File: config.mk
export PLATFORM = sky130hd
export DESIGN_NAME = fullword_counter_sink
export DESIGN_NICKNAME = d
export VERILOG_FILES = /design/src/rtl/fullword_counter_sink.sv
export SDC_FILE = /design/constraint.sdc
export NUM_CORES = 1
export LEC_CHECK = 0
export BUFFER_PORTS_ARGS = -buffer_cell sky130_fd_sc_hd__buf_4
export CELL_PAD_IN_SITES_DETAIL_PLACEMENT = 0
export CELL_PAD_IN_SITES_GLOBAL_PLACEMENT = 1
export CORE_ASPECT_RATIO = 0.7
export CORE_MARGIN = 3
export CORE_UTILIZATION = 30
export CTS_BUF_LIST = sky130_fd_sc_hd__clkbuf_16
export DETAILED_ROUTE_END_ITERATION = 8
export HOLD_SLACK_MARGIN = 0.02
export PLACE_DENSITY_LB_ADDON = 0.1
export SETUP_SLACK_MARGIN = 0.3
export SYNTH_ARGS = -nofsm -noshare
export SYNTH_HDL_FRONTEND = slang
export SYNTH_SLANG_ARGS = --single-unit
File: constraint.sdc
create_clock -name clk -period 2.75 [get_ports clk]
set_input_delay 0.4125 -clock clk [delete_from_list [all_inputs] [get_ports clk]]
set_output_delay 0.4125 -clock clk [all_outputs]
set_load 0.05 [all_outputs]
File: src/rtl/fullword_counter_sink.sv
// Clocked sink for the NCL full-word counter ring: synchronizes the dual-rail
// sum/carry digits, captures each DATA wavefront, and checks that words increment.
module fullword_counter_sink #(
  parameter int unsigned WIDTH = 32,
  parameter int unsigned SYNC  = 2,
  parameter int unsigned CNTW  = 16
) (
  input  logic               clk,
  input  logic               init,
  input  logic [2*WIDTH-1:0] sum_dr,
  input  logic [1:0]         carry_dr,
  output logic               sumcomp,
  output logic [WIDTH-1:0]   word_q,
  output logic               ovf_q,
  output logic               word_valid,
  input  logic               word_ready,
  output logic               seq_err,
  output logic               ill_err,
  output logic [CNTW-1:0]    wave_count
);

  localparam int unsigned RAILS = 2*WIDTH + 2;

  localparam logic [0:0] WAIT_DATA = 1'b0;
  localparam logic [0:0] WAIT_NULL = 1'b1;

  logic [RAILS-1:0] sync_q [SYNC];
  logic [RAILS-1:0] s;
  logic [RAILS-1:0] s_d;
  logic [0:0]       state;
  logic             first;

  logic             complete;
  logic             illegal;
  logic             empty;
  logic             stable;
  logic             slot_free;
  logic             capture;
  logic             release_null;
  logic [WIDTH-1:0] data_word;

  // Carry-out occupies the top digit so it is classified like any sum digit.
  always_ff @(posedge clk) begin
    if (init) begin
      for (int unsigned i = 0; i < SYNC; i++) sync_q[i] <= '0;
      s_d <= '0;
    end else begin
      sync_q[0] <= {carry_dr, sum_dr};
      for (int unsigned i = 1; i < SYNC; i++) sync_q[i] <= sync_q[i-1];
      s_d <= s;
    end
  end

  assign s = sync_q[SYNC-1];

  always_comb begin
    complete  = 1'b1;
    illegal   = 1'b0;
    data_word = '0;
    for (int unsigned i = 0; i <= WIDTH; i++) begin
      complete = complete & (s[2*i] ^ s[2*i+1]);
      illegal  = illegal | (s[2*i] & s[2*i+1]);
    end
    for (int unsigned i = 0; i < WIDTH; i++) data_word[i] = s[2*i+1];
  end

  assign empty        = (s == '0);
  assign stable       = (s == s_d);
  assign slot_free    = !word_valid || word_ready;
  assign capture      = (state == WAIT_DATA) && stable && complete && slot_free;
  assign release_null = (state == WAIT_NULL) && stable && empty;

  always_ff @(posedge clk) begin
    if (init) begin
      state      <= WAIT_DATA;
      sumcomp    <= 1'b0;
      word_q     <= '0;
      ovf_q      <= 1'b0;
      word_valid <= 1'b0;
      seq_err    <= 1'b0;
      ill_err    <= 1'b0;
      wave_count <= '0;
      first      <= 1'b1;
    end else begin
      if (illegal) ill_err <= 1'b1;

      if (capture) begin
        word_q     <= data_word;
        ovf_q      <= s[2*WIDTH+1];
        word_valid <= 1'b1;
        sumcomp    <= 1'b1;
        wave_count <= wave_count + CNTW'(1);
        state      <= WAIT_NULL;
        first      <= 1'b0;
        // Reference is the last captured word, whether or not it was consumed.
        if (!first && (data_word != word_q + WIDTH'(1))) seq_err <= 1'b1;
      end else if (word_valid && word_ready) begin
        word_valid <= 1'b0;
      end

      if (release_null) begin
        sumcomp <= 1'b0;
        state   <= WAIT_DATA;
      end
    end
  end

endmodule

==> run metrics <==
antenna-violating nets left 0; clock period minus worst slack 2600 ps; count of cell types in the netlist 50; worst r2r src sync_q[0][125]; Critical Path Start Type flip-flop; first-pass GRT wire length 48.0 mm; Mapped Area 10,400 µm²; root buf cell clkbuf_16; via count 7,899; Avg Synthesized Cell Area 9.73 µm²; max frequency 0.384 GHz; CTS Hold Buffers Added 0; GRT Residual Overflow 0; clock tree buffer depth 3; Peak VDD IR 0.000352 V; Initial Util 30.8%; IO buf count 121; core area 33,800 µm²; Worst-path clk slew 60 ps; vias in the first global route 7,744; Post-synth EDFFs 0; Crit-path slowest cell or4_1; clk_lat worst skew 540 ps; IO Pins 122; gp weighted congestion 0.822; Fillers 3,437; post-DR wirelength/cell 18.0 µm; Mapped Nets 1,208; Clock Skews 10.8 ps; P&R area growth vs syn 32.9%; status complete, no violations; Die Y 162 µm; Synth warnings 0; Pwr Density 580 nW/µm²; leakage 0.00595 µW; Post-synth top flop dfxtp_1; kind of end point of the critical path flip-flop; post-layout util 40.9%; CTS Buf Count 27; Critical Path AT 3070 ps; share of layout cells above drive strength 1 27.0%; crit-path max FO 13; Reg2Reg Depth 10; # DRC 0; critical path required time 3220 ps; Cell Count, Final, Fillers Out 1,763; Critical R2R Capture wave_count[15]; dpl cells 1,696; clk sink count 252; max-slew violations 0; Syn Inst Count 1,071; Critical Path Max Stage Delay 530 ps; gr usage total 16.7%; setup TNS 0 ps; max-cap viol count 0; dpl hpwl 23.5 mm; commonest non-fill, non-tap cell in the layout dfxtp_1; fraction of registers with async set/reset 0%; DRT iter0 DRCs 513; Hold Fails Final Rpt 0; largest cells by area after synthesis dfxtp_1, ha_1, nor2b_1; RSZ-0062 raised after global routing yes; Hold/Removal Path Class primary input to flip-flop; die area 37,000 µm²; class of the most critical setup path flip-flop to flip-flop; crit-path cells buf_6, xor2_1, nor4_1, buf_4, nand4_1, nor4_4, nand2b_4, buf_12, or4_1, a21oi_2; sequential fraction of the synthesis area 48.4%; Pre-antenna DRT Iters 5; total routed wirelength 31.7 mm; H-tree depth 1; cell taking the most area after synthesis dfxtp_1; Layout Nets 1,417; Die Wd 229 µm; most frequent cells in the layout dfxtp_1, buf_4, nor2b_1, nor2_1; crit path to wave_count[15]; Via density 4.48; Antenna Cells 0; initial antenna violation count 0; # rows 56; Setup violations, final 0; share of the clock period used by the worst path 94.7%; Slew HR 42.0%; CTS tree done; WHS 78.3 ps; crit path from sync_q[0][125]; pin count of the biggest net entering global routing 120; worst reg-to-reg setup slack 150 ps; actual slew at the worst max-slew pin 870 ps; number of synthesized register bits 252; Synth top area share 48.4%
[synth_stat cells (6+ instances only)]
cell	number
and3_1	6
o21ai_0	11
ha_1	68
mux2i_1	36
nand3_1	20
xor2_1	29
and4_1	6
a21oi_1	19
inv_1	71
nand2_1	28
or4_1	6
dfxtp_1	252
nand4_1	42
nor3_1	13
clkbuf_1	33
nor4_1	28
nor2_1	117
or3_1	13
xnor2_1	75
nor2b_1	136
[flip-flops by register name (all words and copies together), names as in the netlist]
register    flops
ill_err         1
word_q         32
first           1
state           1
s_d            66
word_valid      1
wave_count     16
ovf_q           1
seq_err         1
sync_q        132
[worst min-delay path by stage]
stage	slack [ps]	end	depth (start not counted)	startpoint
floorplan	410	sync_q[0][100]	1	sync_q[0][34]
global placement	420	sync_q[0][68]	1	sync_q[0][2]
detailed placement	420	sync_q[0][72]	1	sync_q[0][6]
CTS	50	sync_q[0][15]	2	sum_dr[15]
global route	60	sync_q[0][48]	2	sum_dr[48]
finish	80	sync_q[0][15]	2	sum_dr[15]
[critical path, delay by kind of cell (launching register included)]
family                 cells  cell delay (ps)
AO/OA/AOI/OAI              1              140
XOR/XNOR                   1              150
buffers and inverters      3              440
flip-flops                 1              340
AND/OR/NAND/NOR            5             1460
[report_power, final]
part | leakage [µW] | total [µW] | internal (µW) | switching (µW)
logic | 0.00343 | 629 | 295 | 334
clock network | 0.000437 | 3570 | 2060 | 1510
registers | 0.00209 | 3830 | 3770 | 60.8
[cell families (layout without fill, tap and decap cells)]
family	count (synthesis)	in the layout	synth area share [%]
adders and majority gates	68	68	8.16
muxes	40	40	3.89
and+or+nand+nor	432	432	22.5
buffers and inverters	115	343	4.51
xor gates and xnor gates	104	104	8.74
DFF	252	252	48.4
AOI/OAI and AO/OA	60	60	3.75
[layer usage]
layer  part of all wire [%]  track usage, %  up-vias
met1                     54            26.3     3733
met2                     40            23.6      154
met5                      0               0        -
met3                    4.9            3.30       32
li1                       -               -     3980
met4                    1.6            2.90        0
[per-stage QoR]
step	setup slack (ps)	instance area (µm²)	total power, µW
floorplan	302	10500	4210
global placement	-59.4	12400	4510
detailed placement	-98.1	12400	4510
CTS	167	13400	8160
global route	21.0	13800	8390
finish	146	13800	8030
[area by class of cell]
| class | count | area (µm²) | area share, % |
|---|---|---|---|
| Multi-Input combinational cell | 704 | 5190 | 37.5 |
| Clock inverter | 21 | 183 | 1.32 |
| Clock buffer | 27 | 676 | 4.88 |
| Inverter | 71 | 267 | 1.92 |
| Tap cell | 464 | 581 | 4.19 |
| Sequential cell | 252 | 5120 | 37.0 |
| Timing Repair Buffer | 224 | 1830 | 13.2 |
[repair_timing]
item	4_1_cts	5_1_grt
gates resized for setup	34	61
setup endpoints to repair	53	51
cloned	0	4
buffers inserted	3	12
pin swaps	16	19
(Power assumes the default switching activity.)
